**src/rtl/uart_tx_fifo.sv**
```systemverilog
// uart_tx_fifo: byte FIFO between a bus-side writer and a UART emitter.
// Writer pushes with wr_en when not full; emitter pops with a tx_valid/tx_ready
// handshake. Pushes while full are dropped and latch the sticky overflow flag.
// Optional feature: define UART_TX_FIFO_FLUSH_EN to add a single-cycle flush
// input that empties the FIFO (pointers and level) without touching overflow.
module uart_tx_fifo #(
    parameter int DEPTH = 16,
    parameter int AW    = $clog2(DEPTH)
) (
    input  logic          clk,
    input  logic          rst,
    input  logic          wr_en,
    input  logic [7:0]    wr_data,
    output logic          wr_full,
    output logic          empty,
    output logic [AW:0]   level,
    output logic          overflow,
    input  logic          ovf_clr,
    output logic          tx_valid,
    output logic [7:0]    tx_data,
    input  logic          tx_ready
`ifdef UART_TX_FIFO_FLUSH_EN
    ,
    input  logic          flush
`endif
);

    localparam int DATA_W = 8;
    localparam logic [AW:0] FULL_LVL = (AW+1)'(DEPTH);

    // Storage is deliberately not reset; only the control state below is.
    logic [DATA_W-1:0] mem [DEPTH];

    logic [AW-1:0] wptr;
    logic [AW-1:0] rptr;
    logic [AW:0]   lvl;
    logic          ovf;

    logic push;
    logic pop;
    logic drop;
    logic flush_req;

`ifdef UART_TX_FIFO_FLUSH_EN
    assign flush_req = flush;
`else
    assign flush_req = 1'b0;
`endif

    assign wr_full  = (lvl == FULL_LVL);
    assign empty    = (lvl == '0);
    assign level    = lvl;
    assign overflow = ovf;
    assign tx_valid = !empty;
    assign tx_data  = mem[rptr];

    // A push while full is a drop even if the emitter pops in the same cycle.
    assign push = wr_en && !wr_full;
    assign drop = wr_en && wr_full;
    assign pop  = tx_valid && tx_ready;

    // Write the incoming byte into the slot under the write pointer.
    always_ff @(posedge clk) begin
        if (rst && push && !flush_req) begin
            mem[wptr] <= wr_data;
        end
    end

    // Pointer and occupancy bookkeeping; flush outranks push and pop.
    always_ff @(posedge clk) begin
        if (!rst) begin
            wptr <= '0;
            rptr <= '0;
            lvl  <= '0;
        end else if (flush_req) begin
            wptr <= '0;
            rptr <= '0;
            lvl  <= '0;
        end else begin
            if (push) begin
                wptr <= wptr + AW'(1);
            end
            if (pop) begin
                rptr <= rptr + AW'(1);
            end
            case ({push, pop})
                2'b10:   lvl <= lvl + (AW+1)'(1);
                2'b01:   lvl <= lvl - (AW+1)'(1);
                default: lvl <= lvl;
            endcase
        end
    end

    // Sticky overflow: a new drop wins over a same-cycle clear.
    always_ff @(posedge clk) begin
        if (!rst) begin
            ovf <= 1'b0;
        end else if (drop) begin
            ovf <= 1'b1;
        end else if (ovf_clr) begin
            ovf <= 1'b0;
        end
    end

endmodule

```
**config.mk**
```make
export PLATFORM = sky130hd
export DESIGN_NAME = uart_tx_fifo
export DESIGN_NICKNAME = d
export VERILOG_FILES = /design/src/rtl/uart_tx_fifo.sv
export SDC_FILE = /design/constraint.sdc
export NUM_CORES = 1
export LEC_CHECK = 0
export ABC_AREA = 0
export BUFFER_PORTS_ARGS = -buffer_cell sky130_fd_sc_hd__buf_2
export CAP_MARGIN = 10
export CORE_ASPECT_RATIO = 1.25
export CORE_MARGIN = 2
export CORE_UTILIZATION = 30
export CTS_CLUSTER_DIAMETER = 120
export DETAILED_ROUTE_END_ITERATION = 7
export PLACE_DENSITY = 0.55
export SLEW_MARGIN = 20
export SYNTH_ARGS = -nofsm -noshare
export SYNTH_HDL_FRONTEND = slang
export SYNTH_SLANG_ARGS = --single-unit
```
**constraint.sdc**
```tcl
create_clock -name clk -period 3 [get_ports clk]
set_clock_uncertainty 0.1 [all_clocks]
set_input_delay 0.45 -clock clk [delete_from_list [all_inputs] [get_ports clk]]
set_output_delay 0.45 -clock clk [all_outputs]
set_load 0.005 [all_outputs]
```
Yosys cells after proc, flatten, opt, wreduce, memory -nomap -nowiden:

Memories as Yosys holds them, arrays and structs flattened. A register that Yosys moved wholly into a read port is not among the register bits.
Index checks and enable logic that the tools add are counted.

* reductions and logical operators: 9
* equal/unequal tests: 3
* add/sub/neg operators: 4
* mux-type cells: 7

Operators by type and width (count)
* $pmux W5 S2: 1
* $add A4 B1 Y4 const B: 2
* $mux W4: 2
* $add A5 B1 Y5 const B: 1
* $eq A5 B5 Y1 const B: 1
* $logic_not A5 Y1: 1
* $sub A5 B1 Y5 const B: 1
* $logic_and A1 B1 Y1: 4
* $mux W1: 4
* $reduce_bool A2 Y1: 2
* $eq A2 B1 Y1 const B: 1
* $eq A2 B2 Y1 const B: 1
* $logic_not A1 Y1: 2

* bits in registers: 14
* memories: 1
* memory bits (writable): 128
* input port bits: 13
* output and inout bits: 17

Memory list
* mem: words 16, bits a word 8, rd ports 1, clocked after memory_dff 1, wr ports 1, line 32 `logic [DATA_W-1:0] mem [DEPTH];`

Depth between registers and ports, before layout:

Gate-level depths: netlist (run 1).

* depth after elaboration: 6
* depth in mapped cells: 12
* depth with buffers taken out: 10

Least setup slack after synthesis (run 1):

No wires, ideal clock.

* path kind: register to register
* start point: register lvl[1], in the netlist level[1]
* end point: register lvl[2], in the netlist level[2]
* stages on the path, launching flop included: 13
* slack: 0.213 ns
* data required time: 2.830 ns
* arrival: 2.617 ns
* buffers on the path: 2
* setup time: 0.070 ns
* path through: dfxtp_1 buf_6 or4_4 o21ai_4 inv_1 ha_1 clkbuf_1 xor2_1 ha_1 inv_1 a21boi_0 or4_1 a21oi_1

* word-level cells in the longest chain between the ends: 5

RTL lines
* start, declared: line 36 `logic [AW:0] lvl;`
* start signal, assigned: line 87 `2'b10: lvl <= lvl + (AW+1)'(1);`
* start signal, assigned: line 88 `2'b01: lvl <= lvl - (AW+1)'(1);`
* start signal, assigned: line 89 `default: lvl <= lvl;`
* $logic_not A5 Y1 *: line 51 `assign empty = (lvl == '0);`
* $logic_not A1 Y1 *: line 54 `assign tx_valid = !empty;`
* $logic_and A1 B1 Y1 *: line 60 `assign pop = tx_valid && tx_ready;`
* named net pop: line 40 `logic pop;`
* $eq A2 B1 Y1 / $eq A2 B2 Y1 (equally long branches): line 86 `case ({push, pop})`
* $pmux W5 S2 / $reduce_bool A2 Y1 (equally long branches)

The timed path passes the listed nets; every way through them passes the cells marked *.
A chain may end at the register's enable or synchronous reset.

Final worst setup path (run 1):

* start point: register lvl[0], in the netlist level[0]
* end point: register lvl[2], in the netlist level[2]

Same word-level chain as after synthesis.

==> flow_metrics.py, run 1 <==
metrics = {
    "status": {
        "outcome": "complete, no violations",
    },
    "clock_tree": {
        "clock_insertion_delay_worst_skew_ns": 0.42,
        "tritoncts_clock_tree": "done",
        "max_h_tree_level": 4,
        "holdBufCountCts": 0,
        "cts_setup_buffers": 0,
        "cts-root-buf": "clkbuf_16",
        "cts_max_path_buffers": 2,
        "numCtsBuffers": 17,
        "cts.reportedPaths.clkPinSlew_ns": 0.06,
        "cts_repair_resize_count": 0,
        "tritoncts_num_sinks": 146,
    },
    "synth": {
        "synth.top_cells.by_count": "128 x edfxtp_1, 34 x nor2_1, 32 x mux4_2",
        "synthDistinctLibCells": 41,
        "yosys.area.top_type_share_pct": 65.6,
        "synth_seq_area_share_pct": 71.7,
        "yosys.cell_count.top_type": "edfxtp_1",
        "synth_area_mm2": 0.00586,
        "synth_ff_type": "edfxtp_1",
        "synth_warnings": 0,
        "ranking_of_synthesized_cells_by_area": "edfxtp_1 66%, mux4_2 12%, dfxtp_1 6.1%",
        "postSynthAreaPerCell_um2": 17.8,
        "postSynthRegisterBits": 146,
        "netlist_instances": 329,
        "netlist.top_cell.by_area": "edfxtp_1",
        "ys_async_sr_fraction_pct": 0,
        "synth-edff-count": 128,
        "synth_nets": 350,
    },
    "global_routing": {
        "grt_first_pass_wirelength_um": 18200,
        "vias_in_the_first_global_route": 3221,
        "grt.overflow.total": 0,
        "grt_antenna_before_repair": 0,
        "globalRouteTotalUtil_pct": 12.2,
        "grt_start_max_net_pins": 33,
    },
    "critical_path": {
        "timing.critical_path.fanout_max": 9,
        "slowest_cp_cell": "or4_4",
        "cp_data_arrival_time_ns": 3.04,
        "worstPathCellList": "or4_4 > o21ai_4 > inv_1 > ha_2 > xor2_1 > ha_1 > inv_1 > a21boi_0 > or4_1 > a21oi_1",
        "worst_setup_path_start_kind": "flip-flop",
        "critical_path.max_stage_delay_ns": 0.61,
        "worst_reg_to_reg_setup_slack_ns": 0.21,
        "required_time_at_the_worst_slack_endpoint_ns": 3.25,
        "setup.worst_path.class": "flip-flop to flip-flop",
        "critical-path-top-cell-by-count": "inv_1",
        "crit_path_end_kind": "flip-flop",
    },
    "drt": {
        "number_of_violations_reported_at_the_end_of_detailed_routing_iteration_0": 215,
        "wirelength_um": 11900,
        "via_per_inst": 4.68,
        "detailroute.via_count": 3048,
        "detail-route-antenna-nets": 0,
        "drcViolationCount": 0,
        "drtPass1Iterations": 4,
        "avgRoutedWirePerCell_um": 18.2,
    },
    "placement": {
        "placedCellCount": 621,
        "dp_hpwl_um": 7770,
        "place.port_buffers": 29,
        "gp_congestion": 0.793,
    },
    "die": {
        "placement_rows": 57,
        "start_util_pct": 30.3,
        "fp.coreArea_mm2": 0.0193,
        "die-width_um": 129,
        "number_of_top_level_pins": 30,
        "die_area_mm2": 0.0207,
        "floorplan.die.height_um": 160,
    },
    "job": {
        "timing.max_cap.violations": 0,
    },
    "power_and_ir_drop": {
        "leakagePower_nw": 2.30,
        "maximum_vdd_drop_mv": 0.394,
        "power.density_mw_per_mm2": 806,
    },
    "sta": {
        "timing.slew.headroom_pct": 36.2,
        "maxClockFrequency_ghz": 0.358,
        "post_route_clock_period_utilization_pct": 93.1,
        "min_period_ns": 2.79,
        "fin_tns_setup_ns": 0,
        "timing_hold_violations_final": 0,
        "tightestPinTransition_ns": 0.953,
        "finalMaxSlewViolations": 0,
        "rsz_0062_raised_after_global_routing": "no",
        "report.final.setup_viol": 0,
    },
    "final_layout": {
        "drive_gt1_share_pct": 27.7,
        "area.sequential_mm2": 0.00421,
        "layout-area-overhead-vs-synth_pct": 18.9,
        "multi_input_area_mm2": 0.00155,
        "antenna_cells_inserted": 0,
        "final_util_pct": 36.1,
        "layout.cells.non_filler": 651,
        "layout_filler_cell_count": 1805,
        "num-nets-final": 396,
    },
    "worst_hold_path": {
        "timing.hold.worst.class": "input port to flip-flop",
    },
}
[cells in the final DEF, fill, tap and decap left out, types with 2 or more instances in the layout]
master      count
a21oi_1         3
clkbuf_16      17
o21a_1          4
bufinv_16       3
buf_12          2
a22oi_1        16
buf_4          12
nand2b_1        2
mux4_2         32
xor2_1          5
nor2_1         34
buf_2          29
o211ai_1        2
nand3_1         3
clkinv_2        2
mux2i_1         5
ha_1            7
inv_1           9
nor2b_1         3
nand3b_1        4
dfxtp_1        17
clkinv_1        3
edfxtp_1      128
nand2_1        17
clkinvlp_4      3
[sequential cells by signal, summed over array words and instances (netlist names), named ones only]
signal / flops
wptr: 4
level: 5
rptr: 4
overflow: 1
mem: 128
[per-layer routing]
layer,up-vias,part of all wire (%),GRT usage (%)
met5,-,0,0
met4,0,1.5,4.50
met3,14,3.8,3.85
met2,72,51,20.3
met1,1577,44,14.9
li1,1385,-,-
[path summary, 6_finish.rpt]
path	from	to	depth (start not counted)
max	level[0]	level[2]	10
min	ovf_clr	overflow	4
max reg2reg	level[0]	level[2]	10
min reg2reg	wptr[3]	wptr[3]	2
[cells by family (layout without fill, tap and decap cells)]
| family | count (synthesis) | after routing | share of synthesized area [%] |
|---|---|---|---|
| muxes | 37 | 37 | 13.2 |
| buffers and inverters | 25 | 82 | 1.94 |
| DFF | 146 | 146 | 71.7 |
| adders and majority gates | 8 | 8 | 1.71 |
| xor gates and xnor gates | 6 | 6 | 0.897 |
| AOI/OAI and AO/OA | 34 | 34 | 4.68 |
| and+or+nand+nor | 73 | 73 | 5.87 |
[power by group]
group          internal [mW]  switching, mW  total, mW
sequential              2.29         0.0657       2.36
clock                   1.28          0.766       2.05
combinational          0.593          0.618       1.21
total                   4.17           1.45       5.62
[layout make-up]
cell class | count | area share [%]
flip-flops and latches | 146 | 60.4
inverters | 9 | 0.485
multi-input cells | 158 | 22.2
clock buffers | 18 | 6.16
well taps | 265 | 4.76
repair buffers | 43 | 3.95
clock inverters | 12 | 2.05
[metrics by stage]
stage          setup slack, ns  hold WS [ns]  power, mW  instance area [um2]
6_report                 0.207         0.243       5.62                 6970
5_1_grt                 0.0795         0.253       5.88                 6970
4_1_cts                 0.0863         0.234       5.67                 6960
3_5_place_dp             0.113         0.414       3.62                 6390
3_3_place_gp             0.199         0.393       3.59                 6390
2_1_floorplan            0.213         0.375       3.25                 5860
[worst max-delay path, delay by kind of cell (launching register included)]
kind            cells  cell delay, ns
flops               1            0.37
xor+xnor            1            0.16
compound gates      3            0.47
simple gates        2            1.02
fa+ha+maj           2            0.43
buf+inv             2            0.17
(Power assumes the default switching activity.)
==> inputs of run 2 (changes only) <==
--- a/config.mk
+++ b/config.mk
@@ -14,6 +14,7 @@
 export CTS_CLUSTER_DIAMETER = 120
 export DETAILED_ROUTE_END_ITERATION = 7
 export PLACE_DENSITY = 0.55
+export REMOVE_ABC_BUFFERS = 1
 export SLEW_MARGIN = 20
 export SYNTH_ARGS = -nofsm -noshare
 export SYNTH_HDL_FRONTEND = slang
==> run 2 against run 1 <==
Non-clock buffer count is 4 higher. Count of clock-buffer cells in the layout is 1 higher. Global-route usage is 0.073 points lower. Via count is 0.79% higher. Flip-flop and latch count stayed put. Final cell count is 0.92% higher. Sequential power hardly changed. Die area stayed put. Worst setup slack worse by 0.0084 ns. Clock power hardly changed. Largest power group unchanged.
==> flow_metrics.py, run 2 (synthesis gave the netlist of run 1 again) <==
metrics = {
    "worst_hold_path": {
        "timing.hold.worst.start": "ovf_clr",
        "timing.hold.worst.class": "input port to flip-flop",
    },
    "die": {
        "placement_rows": 57,
        "die_area_mm2": 0.0207,
        "fp.coreArea_mm2": 0.0193,
        "die-width_um": 129,
        "floorplan.die.height_um": 160,
        "number_of_top_level_pins": 30,
        "start_util_pct": 30.3,
    },
    "final_layout": {
        "num-nets-final": 400,
        "postLayoutCellArea_mm2": 0.00698,
        "final_util_pct": 36.1,
        "flip_flop_count_of_the_largest_register_after_layout": 128,
        "layout.cells.most_common_list": "128 x edfxtp_1, 34 x nor2_1, 32 x mux4_2, 29 x buf_2",
        "regMostFlops": "mem",
        "drive_gt1_share_pct": 29.1,
        "layout.cells.non_filler": 657,
        "final_common_cell": "edfxtp_1",
        "layout-area-overhead-vs-synth_pct": 19.2,
        "antenna_cells_inserted": 0,
    },
    "critical_path": {
        "timing.critical_path.to": "tx_data[0]",
        "crit-reg2reg-launch": "level[0]",
        "worst_r2r_endpoint": "level[2]",
        "cp_data_arrival_time_ns": 2.25,
        "setup.worst_path.class": "flip-flop to output port",
        "worst_reg_to_reg_setup_slack_ns": 0.25,
        "crit_path_end_kind": "output port",
        "timing.critical_path.fanout_max": 12,
        "worst_setup_path_start_kind": "flip-flop",
        "worstRegToRegCells": 10,
        "required_time_at_the_worst_slack_endpoint_ns": 2.45,
    },
    "sta": {
        "maxClockFrequency_ghz": 0.357,
        "rsz_0062_raised_after_global_routing": "no",
        "hold_slack_ns": 0.252,
        "report.final.setup_viol": 0,
        "post_route_clock_period_utilization_pct": 93.4,
        "min_period_ns": 2.80,
        "tightestPinTransition_ns": 0.968,
        "postLayoutSetupSlackWorst_ns": 0.198,
        "timing_hold_violations_final": 0,
        "finalMaxSlewViolations": 0,
        "timing.slew.headroom_pct": 35.2,
        "fin_tns_setup_ns": 0,
    },
    "global_routing": {
        "globalRouteTotalUtil_pct": 12.2,
        "grt_start_max_net_pins": 33,
        "grt_antenna_before_repair": 0,
        "grt_first_pass_wirelength_um": 18500,
        "grt.overflow.total": 0,
        "vias_in_the_first_global_route": 3315,
    },
    "power_and_ir_drop": {
        "maximum_vdd_drop_mv": 0.438,
        "cell_internal_pwr_mw": 4.11,
        "power.density_mw_per_mm2": 801,
        "leakagePower_nw": 2.32,
        "sw_frac_of_total_pct": 26.5,
        "power_frac_comb_pct": 21.8,
        "clkPwrFrac_pct": 36.0,
        "seqPwrFrac_pct": 42.2,
        "total_power_mw": 5.60,
        "switching_power_mw": 1.48,
    },
    "clock_tree": {
        "cts_max_path_buffers": 2,
        "max_h_tree_level": 4,
        "cts-root-buf": "clkbuf_16",
        "cts.reportedPaths.clkPinSlew_ns": 0.06,
        "numCtsBuffers": 17,
        "tritoncts_num_sinks": 146,
        "clock_insertion_delay_worst_skew_ns": 0.41,
        "tritoncts_clock_tree": "done",
        "holdBufCountCts": 0,
    },
    "drt": {
        "wirelength_um": 11900,
        "avgRoutedWirePerCell_um": 18.1,
        "detail-route-antenna-nets": 0,
        "detailroute.via_count": 3072,
        "drcViolationCount": 0,
        "drtPass1Iterations": 5,
        "via_per_inst": 4.68,
        "number_of_violations_reported_at_the_end_of_detailed_routing_iteration_0": 250,
    },
    "placement": {
        "gp_congestion": 0.773,
        "placedInstanceArea_mm2": 0.00640,
        "dp_hpwl_um": 8040,
        "place.port_buffers": 29,
        "placedCellCount": 625,
        "preCtsSetupSlack_ns": 0.176,
    },
    "job": {
        "timing.max_cap.violations": 0,
    },
    "status": {
        "outcome": "complete, no violations",
    },
}
## run 2: cell types whose count changed in the layout (fill, tap and decap cells not counted), sizes merged
cell    delta
buf        +4
clkbuf     +1
bufinv     -1
inv        +2
## run 2: layout make-up
cell class | instances | area, um2
multi-input combinational | 158 | 1550
tap | 265 | 332
timing repair buffer | 47 | 293
fill | 1796 | 12300
clock buffer | 19 | 433
inverter | 9 | 33.8
sequential | 146 | 4210
clock inverter | 13 | 136
## run 2: worst min path at each step
stage,to,slack [ns],depth (start not counted)
floorplan,wptr[3],0.37,2
global placement,wptr[3],0.39,2
detailed placement,wptr[3],0.42,2
CTS,overflow,0.24,4
global route,overflow,0.26,4
finish,overflow,0.25,4
## run 2: routing by layer
layer  track usage [%]  share of wire (%)  up-vias
li1                  -                  -     1400
met1              14.1                 41     1600
met2              21.8                 54       55
met3              2.88                3.3       17
met4              4.15                1.4        0
met5                 0                  0        -
## run 2: worst max-delay path, stage by stage (launching register included)
cell,delay (ns)
dfxtp_2,0.45
buf_4,0.32
mux4_2,0.53
a22oi_1,0.25
nand2_1,0.14
buf_2,0.15
## run 2: repair_timing
| action | CTS | global route |
|---|---|---|
| gates resized for setup | 0 | 2 |
| endpoints found under the setup margin | 0 | 2 |
| buffers inserted | 0 | 0 |
## run 2: power groups by stage
| stage | Sequential, mW | Combinational [mW] | Clock [mW] |
|---|---|---|---|
| 2_1_floorplan | 2.50 | 0.702 | 0 |
| 3_3_place_gp | 2.40 | 1.21 | 0 |
| 3_5_place_dp | 2.40 | 1.23 | 0 |
| 4_1_cts | 2.36 | 1.23 | 2.05 |
| 5_1_grt | 2.37 | 1.33 | 2.13 |
| 6_report | 2.36 | 1.22 | 2.02 |
==> inputs of run 3 (changes only) <==
--- a/config.mk
+++ b/config.mk
@@ -13,7 +13,7 @@
 export CORE_UTILIZATION = 30
 export CTS_CLUSTER_DIAMETER = 120
 export DETAILED_ROUTE_END_ITERATION = 7
-export PLACE_DENSITY = 0.55
+export PLACE_DENSITY = 0.56
 export REMOVE_ABC_BUFFERS = 1
 export SLEW_MARGIN = 20
 export SYNTH_ARGS = -nofsm -noshare
==> constraint.sdc (replaced) <==
create_clock -name clk -period 2.3 [get_ports clk]
set_clock_uncertainty 0.1 [all_clocks]
set_input_delay 0.345 -clock clk [delete_from_list [all_inputs] [get_ports clk]]
set_output_delay 0.345 -clock clk [all_outputs]
set_load 0.005 [all_outputs]
==> run 3 against run 2 <==
The run now ends with setup timing left. Final cell count grew 2.3%. Combinational power increased by 73%. Final area increased by 4.7%. Die area is the same. Flip-flop and latch count did not move. Hold slack worse by 0.12 ns. Global-route usage rose by 0.46 points. Register-to-register slack worse by 0.48 ns. Wire length rose by 4.8%. Largest power group unchanged.
==> flow_metrics.py, run 3 (synthesis gave the netlist of run 1 again) <==
metrics = {
    "sta": {
        "postLayoutSetupSlackWorst_ns": -0.234,
        "timing_hold_violations_final": 0,
        "rsz_0062_raised_after_global_routing": "yes",
        "tightestPinTransition_ns": 0.937,
        "maxClockFrequency_ghz": 0.395,
        "post_route_clock_period_utilization_pct": 110,
        "report.final.setup_viol": 10,
        "timing.slew.headroom_pct": 37.3,
        "hold_slack_ns": 0.136,
        "min_period_ns": 2.53,
        "finalMaxSlewViolations": 0,
    },
    "worst_hold_path": {
        "timing.hold.worst.start": "ovf_clr",
        "min_delay_path_depth": 4,
        "hold_endpoint": "overflow",
        "timing.hold.worst.class": "input port to flip-flop",
    },
    "critical_path": {
        "critical-path-top-cell-by-count": "inv_2",
        "path_delay_family": "compound AO/OA/AOI/OAI gates",
        "crit_path_end_kind": "flip-flop",
        "setup.worst_path.class": "flip-flop to flip-flop",
        "worst_r2r_endpoint": "level[4]",
        "worst_reg_to_reg_setup_slack_ns": -0.23,
        "timing.critical_path.fanout_max": 5,
        "required_time_at_the_worst_slack_endpoint_ns": 2.54,
        "slowest_cp_cell": "or4_4",
        "cp_data_arrival_time_ns": 2.77,
        "critical_path.max_stage_delay_ns": 0.56,
        "worst_setup_path_start_kind": "flip-flop",
        "crit-reg2reg-launch": "level[1]",
        "worstRegToRegCells": 10,
        "worstPathCellList": "or4_4 > o21ai_4 > inv_2 > ha_4 > xor2_1 > ha_2 > inv_2 > a21o_1 > a221oi_2 > mux2i_1",
        "critPathBufInv": 2,
    },
    "clock_tree": {
        "cts_max_path_buffers": 2,
        "tritoncts_num_sinks": 146,
        "cts-root-buf": "clkbuf_16",
        "cts.reportedPaths.clkPinSlew_ns": 0.06,
        "holdBufCountCts": 0,
        "max_h_tree_level": 4,
        "numCtsBuffers": 17,
        "clock_insertion_delay_worst_skew_ns": 0.41,
        "tritoncts_clock_tree": "done",
    },
    "final_layout": {
        "multi_input_area_mm2": 0.00167,
        "final_common_cell": "edfxtp_1",
        "layout-area-overhead-vs-synth_pct": 24.8,
        "flip_flop_count_of_the_largest_register_after_layout": 128,
        "final_util_pct": 37.8,
        "drive_gt1_share_pct": 38.4,
        "area.sequential_mm2": 0.00421,
        "layout_filler_cell_count": 1793,
        "layout.cells.most_common_list": "128 x edfxtp_1, 32 x mux4_2, 28 x buf_2, 25 x nor2_1, 25 x buf_4",
        "regMostFlops": "mem",
        "num-nets-final": 414,
    },
    "die": {
        "die_area_mm2": 0.0207,
        "floorplan.die.height_um": 160,
        "number_of_top_level_pins": 30,
        "fp.coreArea_mm2": 0.0193,
        "die-width_um": 129,
        "placement_rows": 57,
        "start_util_pct": 30.3,
    },
    "power_and_ir_drop": {
        "switching_power_mw": 2.12,
        "power.density_mw_per_mm2": 1070,
        "sw_frac_of_total_pct": 26.9,
        "cell_internal_pwr_mw": 5.74,
        "clkPwrFrac_pct": 33.5,
        "leakagePower_nw": 2.42,
        "maximum_vdd_drop_mv": 0.511,
        "power_frac_comb_pct": 26.8,
        "seqPwrFrac_pct": 39.7,
        "total_power_mw": 7.86,
    },
    "drt": {
        "avgRoutedWirePerCell_um": 18.6,
        "detailroute.via_count": 3148,
        "number_of_violations_reported_at_the_end_of_detailed_routing_iteration_0": 240,
        "via_per_inst": 4.68,
        "wirelength_um": 12500,
        "detail-route-antenna-nets": 0,
        "drtPass1Iterations": 4,
        "drcViolationCount": 0,
    },
    "status": {
        "outcome": "finished with violations",
        "violations": "setup timing",
    },
    "placement": {
        "dp_hpwl_um": 7710,
        "preCtsSetupSlack_ns": -0.338,
        "gp_congestion": 0.776,
        "place.port_buffers": 29,
    },
    "global_routing": {
        "globalRouteTotalUtil_pct": 12.6,
        "vias_in_the_first_global_route": 3315,
        "grt_antenna_before_repair": 1,
        "grt.overflow.total": 0,
        "grt_first_pass_wirelength_um": 18900,
        "grt_start_max_net_pins": 33,
    },
    "job": {
        "timing.max_cap.violations": 0,
    },
}
==> run 3: changes by cell type in the layout (fill, tap and decap cells not counted), sizes merged <==
| cell | change |
|---|---|
| buf | +11 |
| clkbuf | +3 |
| clkinv | -1 |
| clkinvlp | +2 |
| diode | +1 |
| inv | -1 |
==> run 3: worst max path at each step <==
stage / from / to / slack (ns) / cells after the start
finish: level[1] / level[4] / -0.23 / 10
global route: level[1] / level[4] / -0.37 / 10
CTS: flip-flop / tx_data[3] / -0.20 / 5
detailed placement: level[0] / level[4] / -0.34 / 11
global placement: level[0] / level[4] / -0.23 / 10
floorplan: flip-flop / tx_data[0] / -0.49 / 3
==> run 3: routing by layer <==
metal  vias up  track usage [%]  share of wire [%]
met4         0             5.14                1.6
met2        74             21.3                 53
met3        12             3.02                3.4
met5         -                0                  0
met1      1625             15.5                 42
li1       1437                -                  -
==> run 3: cell type report <==
class / instances / area share, %
flip-flops and latches: 146 / 57.5
multi-input cells: 158 / 22.8
repair buffers: 61 / 6.86
clock buffers: 19 / 5.92
well taps: 265 / 4.53
clock inverters: 13 / 1.88
inverters: 9 / 0.462
diodes: 1 / 0.0342
==> run 3: metrics by stage <==
step	TNS (ns)	std cells	instance area [um2]
4_1_cts	-1.71	667	7160
3_5_place_dp	-0.684	633	6480
6_report	-1.76	672	7310
3_3_place_gp	-0.452	633	6480
2_1_floorplan	-4.71	313	5780
5_1_grt	-2.73	672	7310
==> run 3: worst register-to-register path, delay by kind of cell, from the launching register on <==
kind	cells	cell delay [ns]
XOR/XNOR	1	0.14
flip-flops	1	0.33
AO/OA/AOI/OAI	3	0.65
adder cells (fa/ha/maj)	2	0.37
buffers and inverters	2	0.11
AND/OR/NAND/NOR	1	0.56
multiplexers	1	0.21
==> run 3: power by group through the flow <==
stage               Clock [mW]  Sequential (mW)  Combinational, mW
global route              2.79             3.13               2.28
global placement             0             3.11               1.77
finish                    2.64             3.12               2.11
CTS                       2.68             3.09               1.95
detailed placement           0             3.12               1.79
floorplan                    0             3.27              0.915
==> run 3: timing repair <==
| action | CTS | global route |
|---|---|---|
| pin swaps | 5 | 12 |
| buffers inserted | 1 | 1 |
| hold endpoints to repair | 0 | 0 |
| setup endpoints to repair | 24 | 83 |
| gates resized for setup | 20 | 19 |
| gates cloned | 1 | 3 |
